<file path="src/rtl/digit_pkg.sv">
// -----------------------------------------------------------------------------
// digit_pkg
// Shared constants, state encoding and arithmetic helpers for the four-digit
// BCD-to-binary converter (digit_combiner_4) and its MAC step (bcd_mac_step).
// -----------------------------------------------------------------------------
package digit_pkg;

  localparam int NUM_DIGITS = 4;
  localparam int ACC_W      = 14;
  localparam int IDX_W      = 2;
  localparam logic [3:0] BCD_MAX = 4'd9;

  typedef enum logic [1:0] {
    IDLE = 2'd0,
    ACC  = 2'd1,
    DONE = 2'd2
  } state_e;

  // Multiply by ten using two shifts and one add so no multiplier is inferred.
  function automatic logic [ACC_W-1:0] mul10(input logic [ACC_W-1:0] value);
    mul10 = (value << 3) + (value << 1);
  endfunction

  // A BCD digit is only legal in the range 0..9.
  function automatic logic bcd_invalid(input logic [3:0] digit);
    bcd_invalid = (digit > BCD_MAX);
  endfunction

endpackage

</file>
<file path="src/rtl/bcd_mac_step.sv">
// -----------------------------------------------------------------------------
// bcd_mac_step
// One combinational step of the decimal accumulate: acc_out = acc_in*10 + digit.
// Ports:
//   acc_in        [13:0] running accumulator
//   digit         [3:0]  BCD digit being folded in
//   acc_out       [13:0] updated accumulator
//   digit_invalid        digit is outside 0..9
// -----------------------------------------------------------------------------
module bcd_mac_step
  import digit_pkg::*;
(
  input  logic [ACC_W-1:0] acc_in,
  input  logic [3:0]       digit,
  output logic [ACC_W-1:0] acc_out,
  output logic             digit_invalid
);

  // Accumulate step and digit legality check.
  always_comb begin
    acc_out       = mul10(acc_in) + {{(ACC_W-4){1'b0}}, digit};
    digit_invalid = bcd_invalid(digit);
  end

endmodule

</file>
<file path="src/rtl/digit_combiner_4.sv">
// -----------------------------------------------------------------------------
// digit_combiner_4
// Sequential BCD-to-binary converter for four decimal digits. A start request
// in IDLE captures the digits; four ACC cycles fold them in most significant
// first; a single DONE cycle presents the registered result with o_valid.
// Ports:
//   clk            system clock, rising edge
//   reset_n        asynchronous active-low reset
//   i_start        conversion request, sampled only in IDLE
//   i_digit_1      ones digit (BCD)
//   i_digit_10     tens digit (BCD)
//   i_digit_100    hundreds digit (BCD)
//   i_digit_1000   thousands digit (BCD)
//   o_value        binary result, held until the next o_valid
//   o_valid        one-cycle result strobe
//   o_busy         conversion in progress (ACC and DONE)
//   o_error        a captured digit was greater than 9
//   o_overflow     result did not fit in DATAWIDTH bits
// -----------------------------------------------------------------------------
module digit_combiner_4
  import digit_pkg::*;
#(
  parameter int DATAWIDTH = 14
) (
  input  logic                 clk,
  input  logic                 reset_n,
  input  logic                 i_start,
  input  logic [3:0]           i_digit_1,
  input  logic [3:0]           i_digit_10,
  input  logic [3:0]           i_digit_100,
  input  logic [3:0]           i_digit_1000,
  output logic [DATAWIDTH-1:0] o_value,
  output logic                 o_valid,
  output logic                 o_busy,
  output logic                 o_error,
  output logic                 o_overflow
);

  // Largest representable output, expressed at accumulator width.
  localparam logic [ACC_W-1:0] VALUE_MAX = ACC_W'((32'd1 << DATAWIDTH) - 32'd1);

  state_e               state_r;
  logic [ACC_W-1:0]     acc_r;
  logic [IDX_W-1:0]     idx_r;
  logic [3:0]           digits_r [NUM_DIGITS];
  logic                 err_r;

  logic [DATAWIDTH-1:0] value_r;
  logic                 valid_r;
  logic                 busy_r;
  logic                 error_r;
  logic                 overflow_r;

  logic [ACC_W-1:0]     acc_next_s;
  logic                 digit_invalid_s;
  logic                 err_next_s;
  logic [DATAWIDTH-1:0] final_value_s;
  logic                 final_ovf_s;

  bcd_mac_step u_mac (
    .acc_in        (acc_r),
    .digit         (digits_r[idx_r]),
    .acc_out       (acc_next_s),
    .digit_invalid (digit_invalid_s)
  );

  // Sticky error including the digit consumed this cycle.
  always_comb begin
    err_next_s = err_r | digit_invalid_s;
  end

  // Final result shaping: error forces zero, otherwise saturate on overflow.
  always_comb begin
    final_value_s = '0;
    final_ovf_s   = 1'b0;
    if (err_next_s) begin
      final_value_s = '0;
      final_ovf_s   = 1'b0;
    end else if (acc_next_s > VALUE_MAX) begin
      final_value_s = {DATAWIDTH{1'b1}};
      final_ovf_s   = 1'b1;
    end else begin
      final_value_s = acc_next_s[DATAWIDTH-1:0];
      final_ovf_s   = 1'b0;
    end
  end

  // Control FSM, digit capture, accumulator and registered outputs.
  always_ff @(posedge clk or negedge reset_n) begin
    if (!reset_n) begin
      state_r    <= IDLE;
      acc_r      <= '0;
      idx_r      <= '0;
      err_r      <= 1'b0;
      for (int i = 0; i < NUM_DIGITS; i++) begin
        digits_r[i] <= 4'd0;
      end
      value_r    <= '0;
      valid_r    <= 1'b0;
      busy_r     <= 1'b0;
      error_r    <= 1'b0;
      overflow_r <= 1'b0;
    end else begin
      case (state_r)
        IDLE: begin
          valid_r <= 1'b0;
          if (i_start) begin
            // Index 3 holds thousands so the countdown runs MSD first.
            digits_r[3] <= i_digit_1000;
            digits_r[2] <= i_digit_100;
            digits_r[1] <= i_digit_10;
            digits_r[0] <= i_digit_1;
            acc_r       <= '0;
            err_r       <= 1'b0;
            idx_r       <= 2'd3;
            busy_r      <= 1'b1;
            state_r     <= ACC;
          end else begin
            busy_r      <= 1'b0;
            state_r     <= IDLE;
          end
        end
        ACC: begin
          acc_r <= acc_next_s;
          err_r <= err_next_s;
          idx_r <= idx_r - 2'd1;
          if (idx_r == 2'd0) begin
            value_r    <= final_value_s;
            error_r    <= err_next_s;
            overflow_r <= final_ovf_s;
            valid_r    <= 1'b1;
            state_r    <= DONE;
          end else begin
            valid_r    <= 1'b0;
            state_r    <= ACC;
          end
        end
        DONE: begin
          valid_r <= 1'b0;
          busy_r  <= 1'b0;
          state_r <= IDLE;
        end
        default: begin
          valid_r <= 1'b0;
          busy_r  <= 1'b0;
          state_r <= IDLE;
        end
      endcase
    end
  end

  assign o_value    = value_r;
  assign o_valid    = valid_r;
  assign o_busy     = busy_r;
  assign o_error    = error_r;
  assign o_overflow = overflow_r;

endmodule

</file>
<file path="config.mk">
export PLATFORM = sky130hd
export DESIGN_NAME = digit_combiner_4
export DESIGN_NICKNAME = d
export VERILOG_FILES = /design/src/rtl/digit_pkg.sv /design/src/rtl/bcd_mac_step.sv /design/src/rtl/digit_combiner_4.sv
export SDC_FILE = /design/constraint.sdc
export NUM_CORES = 1
export LEC_CHECK = 0
export CORE_UTILIZATION = 40
export CTS_CLUSTER_SIZE = 25
export DETAILED_ROUTE_END_ITERATION = 6
export PLACE_DENSITY = 0.61
export SLEW_MARGIN = 5
export SYNTH_ARGS = -nofsm -noshare
export SYNTH_HDL_FRONTEND = slang
export SYNTH_HIERARCHICAL = 1
export SYNTH_SLANG_ARGS = --single-unit
</file>
<file path="constraint.sdc">
create_clock -name clk -period 3.9 [get_ports clk]
set_input_delay 0.39 -clock clk [delete_from_list [all_inputs] [get_ports clk]]
set_output_delay 0.39 -clock clk [all_outputs]
set_load 0.02 [all_outputs]
</file>
==> flow_results.xml, run 1 <==
<?xml version="1.0" encoding="UTF-8"?>
<metrics>
  <group name="status">
    <metric name="run_status" unit="">finished, violations left</metric>
    <metric name="failed_checks" unit="">design-rule violations</metric>
  </group>
  <group name="finish">
    <metric name="antenna-diode-count" unit="">0</metric>
    <metric name="drive_gt1_share" unit="%">9.96</metric>
    <metric name="area_delta_synth_final" unit="%">18.0</metric>
    <metric name="finish.net_count" unit="">314</metric>
    <metric name="sequential_cell_area" unit="um^2">1300</metric>
    <metric name="multi_input_area" unit="um^2">1310</metric>
    <metric name="final.fill_count" unit="">593</metric>
  </group>
  <group name="cts">
    <metric name="post-cts-setup-buffer-count" unit="">0</metric>
    <metric name="post_cts_resized" unit="">0</metric>
    <metric name="clk-insertion-delay-late" unit="ns">0.31</metric>
    <metric name="numCtsBuffers" unit="">5</metric>
    <metric name="numClockSinks" unit="">52</metric>
    <metric name="tritoncts" unit="">done</metric>
    <metric name="cts.reportedPaths.clkPinSlew" unit="ns">0.11</metric>
    <metric name="post_cts_hold_buffer_count" unit="">0</metric>
    <metric name="cts_max_path_buffers" unit="">2</metric>
    <metric name="htree_num_levels" unit="">2</metric>
    <metric name="cts_root_buf" unit="">clkbuf_8</metric>
  </group>
  <group name="logic_synthesis">
    <metric name="syn_avg_cell_area" unit="um^2">11.7</metric>
    <metric name="syn_nets" unit="">280</metric>
    <metric name="synthesis.area" unit="um^2">2750</metric>
    <metric name="yosysWarningCount" unit="">6</metric>
    <metric name="synthesis.instances" unit="">236</metric>
  </group>
  <group name="route">
    <metric name="wl_met1" unit="um">2430</metric>
    <metric name="highest_layer" unit="">met4</metric>
    <metric name="ant_nets" unit="">0</metric>
    <metric name="detailedRoute.firstPassIterationCount" unit="">6</metric>
    <metric name="total_routed_length" unit="um">5030</metric>
    <metric name="avgViaCountPerCell" unit="">5.25</metric>
    <metric name="met2_wirelength" unit="um">2330</metric>
    <metric name="detailedRoute.firstIterationViolations" unit="">105</metric>
    <metric name="wire_per_inst" unit="um">14.5</metric>
    <metric name="drt_drc_violations_left" unit="">1</metric>
    <metric name="dr_total_vias" unit="">1828</metric>
    <metric name="met3_wirelength" unit="um">188</metric>
  </group>
  <group name="sta">
    <metric name="drv_slew" unit="">0</metric>
    <metric name="fin_skew" unit="ns">0.0139</metric>
    <metric name="final.period_utilization" unit="%">82.8</metric>
    <metric name="setup-violations-final" unit="">0</metric>
    <metric name="holdWs" unit="ns">0.194</metric>
    <metric name="worst_pin_slew" unit="ns">0.752</metric>
    <metric name="rsz0062_at_grt" unit="">false</metric>
    <metric name="max_clock_freq" unit="GHz">0.310</metric>
    <metric name="shortest_clock_period_the_worst_path_allows_after_layout" unit="ns">3.23</metric>
    <metric name="slew-limit-headroom" unit="%">49.8</metric>
    <metric name="setup_tns" unit="ns">0</metric>
    <metric name="postLayoutSetupSlackWorst" unit="ns">0.669</metric>
    <metric name="finalHoldViolCount" unit="">0</metric>
  </group>
  <group name="global_routing">
    <metric name="grt_util_all_layers" unit="%">16.0</metric>
    <metric name="grt_pass1_vias" unit="">1860</metric>
    <metric name="antenna_found_initial" unit="">0</metric>
    <metric name="gr-total-overflow" unit="">0</metric>
    <metric name="grt_max_degree" unit="">53</metric>
    <metric name="wire_length_of_the_first_global_routing_pass" unit="um">9080</metric>
  </group>
  <group name="floorplanning">
    <metric name="fp.dieW" unit="um">85.0</metric>
    <metric name="ioPinCount" unit="">37</metric>
    <metric name="core_area" unit="um^2">6490</metric>
    <metric name="initial_core_util" unit="%">42.4</metric>
    <metric name="fp.dieArea" unit="um^2">7220</metric>
    <metric name="vertical_extent_of_the_die" unit="um">85.0</metric>
    <metric name="placement_row_count" unit="">29</metric>
  </group>
  <group name="placement">
    <metric name="place_congestion" unit="">0.804</metric>
    <metric name="portBuffers" unit="">36</metric>
    <metric name="place.detailed.hpwl" unit="um">3670</metric>
    <metric name="detailedPlace.worstSlack" unit="ns">0.724</metric>
  </group>
  <group name="setup_path">
    <metric name="worstPathMaxFanout" unit="">5</metric>
    <metric name="crit_path_cell_trace" unit="">mux4_2 &gt; ha_1 &gt; ha_1 &gt; fa_1 &gt; a21o_1 &gt; nand4_1 &gt; nand3_1 &gt; a211oi_1 &gt; xnor2_1 &gt; a22o_1</metric>
    <metric name="crit_path_end_kind" unit="">flip-flop</metric>
    <metric name="crit_family" unit="">adder cells</metric>
    <metric name="crit_path_top_delay_cell" unit="">mux4_2</metric>
    <metric name="timing.critical_path.buf_inv" unit="">0</metric>
    <metric name="worst_path_most_repeated_cell" unit="">ha_1</metric>
    <metric name="critPathRequiredTime" unit="ns">4.10</metric>
    <metric name="timing_worst_setup_path_type" unit="">reg2reg</metric>
    <metric name="timing.critical_path.slowest_cell_delay" unit="ns">0.56</metric>
    <metric name="arrival_time_worst_endpoint" unit="ns">3.43</metric>
    <metric name="startpoint_type" unit="">flip-flop</metric>
  </group>
  <group name="hold_path">
    <metric name="hold_path.class" unit="">in2async</metric>
  </group>
  <group name="flow_run">
    <metric name="maxCapViolCount" unit="">0</metric>
  </group>
</metrics>
worst register-to-register path: cells and delay by family, from the launching register on:
family	cells	cell delay, ns
flops	1	0.51
mux	1	0.56
xor+xnor	1	0.14
compound gates	3	0.74
simple gates	2	0.21
fa+ha+maj	3	0.95
flip-flops by register name, summed over array words and instances (netlist names):
signal,flops
o_value,14
o_valid,1
idx_r,2
o_error,1
o_busy,1
state_r,2
digits_r,16
err_r,1
o_overflow,1
acc_r,13
layout by cell type, fill, tap and decap left out, types with 2 or more instances in the layout:
| cell type | n |
|---|---|
| mux2_1 | 12 |
| xnor2_1 | 6 |
| inv_1 | 12 |
| a21o_1 | 2 |
| clkbuf_8 | 5 |
| buf_4 | 3 |
| nand3_1 | 5 |
| nand2_1 | 30 |
| mux4_2 | 4 |
| mux2_2 | 4 |
| o21ai_0 | 12 |
| a22o_1 | 13 |
| dfrtp_1 | 52 |
| fa_1 | 2 |
| o21ai_1 | 6 |
| clkdlybuf4s50_1 | 35 |
| ha_1 | 23 |
| a21oi_1 | 10 |
| a31oi_1 | 3 |
| xor2_1 | 5 |
| nor2_1 | 4 |
final timing paths:
check	start	endpoint	slack, ns	depth (start not counted)
max	idx_r[0]	acc_r[12]	0.67	10
min	reset_n	o_value[1]	0.19	2
max reg2reg	idx_r[0]	acc_r[12]	0.67	10
min reg2reg	o_value[5]	o_value[5]	0.48	2
max in group asynchronous	reset_n	state_r[1]	3.26	2
min in group clk	o_value[5]	o_value[5]	0.48	2
final cells by class:
type | count | share of cell area [%]
multi-input cells | 160 | 40.4
well taps | 77 | 2.97
repair buffers | 39 | 11.6
flip-flops and latches | 52 | 40.1
clock buffers | 5 | 2.12
inverters | 12 | 1.39
clock inverters | 3 | 1.43
metrics by stage:
stage,cell area (um^2),utilization [%],std cells
finish,3250,50.0,348
global route,3250,50.0,348
detailed placement,3130,48.2,340
global placement,3130,48.2,340
floorplan,2750,-,236
CTS,3250,50.0,348
layer usage:
layer	vias to the layer above	global-route usage, %
li1	899	-
met1	879	21.7
met2	42	25.3
met3	8	3.70
met4	0	5.86
met5	-	0
Power of run 1 is not shown: default switching activity piles up to over one toggle a cycle in this logic, so the estimate is an artifact.
==> run 2, diff against run 1 <==
- clock period: 3.9 -> 3 ns (I/O delays scaled with it)
==> flow_results.xml, run 2 (synthesis results as in run 1) <==
<?xml version="1.0" encoding="UTF-8"?>
<metrics>
  <group name="status">
    <metric name="run_status" unit="">finished, violations left</metric>
    <metric name="failed_checks" unit="">design-rule violations, negative hold slack</metric>
  </group>
  <group name="finish">
    <metric name="largest_register_ff_count" unit="">16</metric>
    <metric name="finish.net_count" unit="">323</metric>
    <metric name="mostFrequentLayoutCell" unit="">dfrtp_1</metric>
    <metric name="area_delta_synth_final" unit="%">22.1</metric>
    <metric name="drive_gt1_share" unit="%">16.4</metric>
    <metric name="antenna-diode-count" unit="">0</metric>
    <metric name="final.fill_count" unit="">599</metric>
    <metric name="top_register" unit="">digits_r</metric>
    <metric name="layout_common_cells" unit="">dfrtp_1 (51), clkdlybuf4s50_1 (35), nand2_1 (30)</metric>
    <metric name="design_area" unit="um^2">3360</metric>
  </group>
  <group name="cts">
    <metric name="cts.reportedPaths.clkPinSlew" unit="ns">0.09</metric>
    <metric name="cts_root_buf" unit="">clkbuf_8</metric>
    <metric name="cts_max_path_buffers" unit="">2</metric>
    <metric name="tritoncts" unit="">done</metric>
    <metric name="clk-insertion-delay-late" unit="ns">0.31</metric>
    <metric name="numCtsBuffers" unit="">5</metric>
    <metric name="htree_num_levels" unit="">2</metric>
    <metric name="post_cts_hold_buffer_count" unit="">0</metric>
    <metric name="numClockSinks" unit="">52</metric>
  </group>
  <group name="sta">
    <metric name="shortest_clock_period_the_worst_path_allows_after_layout" unit="ns">2.86</metric>
    <metric name="setup-violations-final" unit="">0</metric>
    <metric name="rsz0062_at_grt" unit="">true</metric>
    <metric name="worst_pin_slew" unit="ns">0.777</metric>
    <metric name="finalHoldViolCount" unit="">24</metric>
    <metric name="holdWs" unit="ns">-0.0186</metric>
    <metric name="drv_slew" unit="">0</metric>
    <metric name="fin_skew" unit="ns">0.00892</metric>
    <metric name="slew-limit-headroom" unit="%">48.2</metric>
    <metric name="final.period_utilization" unit="%">95.4</metric>
    <metric name="setup_tns" unit="ns">0</metric>
    <metric name="max_clock_freq" unit="GHz">0.349</metric>
  </group>
  <group name="setup_path">
    <metric name="critPathRequiredTime" unit="ns">3.23</metric>
    <metric name="timing.critical_path.from" unit="">idx_r[0]</metric>
    <metric name="worstPathMaxFanout" unit="">3</metric>
    <metric name="reg2reg_depth" unit="">13</metric>
    <metric name="rr_startpoint" unit="">idx_r[0]</metric>
    <metric name="startpoint_type" unit="">flip-flop</metric>
    <metric name="crit_path_end_kind" unit="">flip-flop</metric>
    <metric name="timing_worst_setup_path_type" unit="">reg2reg</metric>
    <metric name="arrival_time_worst_endpoint" unit="ns">3.09</metric>
  </group>
  <group name="global_routing">
    <metric name="gr-total-overflow" unit="">0</metric>
    <metric name="wire_length_of_the_first_global_routing_pass" unit="um">9210</metric>
    <metric name="grt_max_degree" unit="">34</metric>
    <metric name="antenna_found_initial" unit="">0</metric>
    <metric name="grt_util_all_layers" unit="%">16.3</metric>
    <metric name="grt_pass1_vias" unit="">1907</metric>
  </group>
  <group name="route">
    <metric name="drt_drc_violations_left" unit="">1</metric>
    <metric name="avgViaCountPerCell" unit="">5.17</metric>
    <metric name="dr_total_vias" unit="">1845</metric>
    <metric name="detailedRoute.firstIterationViolations" unit="">122</metric>
    <metric name="detailedRoute.firstPassIterationCount" unit="">6</metric>
    <metric name="total_routed_length" unit="um">5230</metric>
    <metric name="ant_nets" unit="">0</metric>
    <metric name="wire_per_inst" unit="um">14.6</metric>
  </group>
  <group name="placement">
    <metric name="portBuffers" unit="">36</metric>
    <metric name="dpl-instance-area" unit="um^2">3160</metric>
    <metric name="place.detailed.hpwl" unit="um">3760</metric>
    <metric name="place_congestion" unit="">0.802</metric>
  </group>
  <group name="floorplanning">
    <metric name="initial_core_util" unit="%">42.4</metric>
    <metric name="core_area" unit="um^2">6490</metric>
    <metric name="fp.dieW" unit="um">85.0</metric>
    <metric name="ioPinCount" unit="">37</metric>
    <metric name="placement_row_count" unit="">29</metric>
    <metric name="fp.dieArea" unit="um^2">7220</metric>
    <metric name="vertical_extent_of_the_die" unit="um">85.0</metric>
  </group>
  <group name="hold_path">
    <metric name="hold_path.class" unit="">in2async</metric>
  </group>
  <group name="flow_run">
    <metric name="maxCapViolCount" unit="">0</metric>
  </group>
</metrics>
run 2: worst paths after layout:
path	slack, ns	to
max in group asynchronous	2.39	idx_r[0]
min	-0.02	o_value[5]
min in group clk	0.48	o_value[10]
max reg2reg	0.14	o_value[7]
max	0.14	o_value[7]
min reg2reg	0.48	o_value[10]
run 2: repair_timing:
| action | 4_1_cts | 5_1_grt |
|---|---|---|
| buffers inserted | 0 | 5 |
| resized for setup | 3 | 12 |
| setup endpoints to repair | 4 | 12 |
| pin swaps | 1 | 13 |
run 2: through the flow:
step	setup slack [ns]	cells	util (%)
after floorplan	0.0875	236	-
after global placement	0.0409	344	48.7
after detailed placement	-0.0737	344	48.7
after CTS	-0.00641	352	50.3
after global routing	-0.0510	357	51.8
final	0.137	357	51.8
run 2: critical path, stage by stage, from the launching register on:
cell and delay [ns]:
dfrtp_2 0.41, mux4_2 0.51, inv_2 0.08, fa_1 0.42, inv_2 0.10, ha_4 0.21
a21oi_4 0.17, o211ai_2 0.11, buf_4 0.15, buf_4 0.12, nor2_1 0.10, xnor2_1 0.17
nand2_1 0.07, o21ai_0 0.16
run 2: area by class of cell:
cell class / count / area (um^2) / share of cell area (%)
multi-input cells: 160 / 1380 / 40.9
flip-flops and latches: 52 / 1300 / 38.7
repair buffers: 48 / 449 / 13.4
well taps: 77 / 96.3 / 2.87
clock buffers: 7 / 86.3 / 2.57
inverters: 12 / 45.0 / 1.34
clock inverters: 1 / 7.51 / 0.223
run 2: per-layer routing:
layer | vias up | share of wire, % | wire length (um) | GRT usage (%)
li1 | 918 | - | - | -
met4 | 0 | 1.2 | 65 | 5.08
met1 | 881 | 50 | 2630 | 21.9
met3 | 5 | 2.6 | 134 | 3.21
met5 | - | 0 | 0 | 0
met2 | 41 | 46 | 2400 | 26.8
Power of run 2 is left out for the same reason.
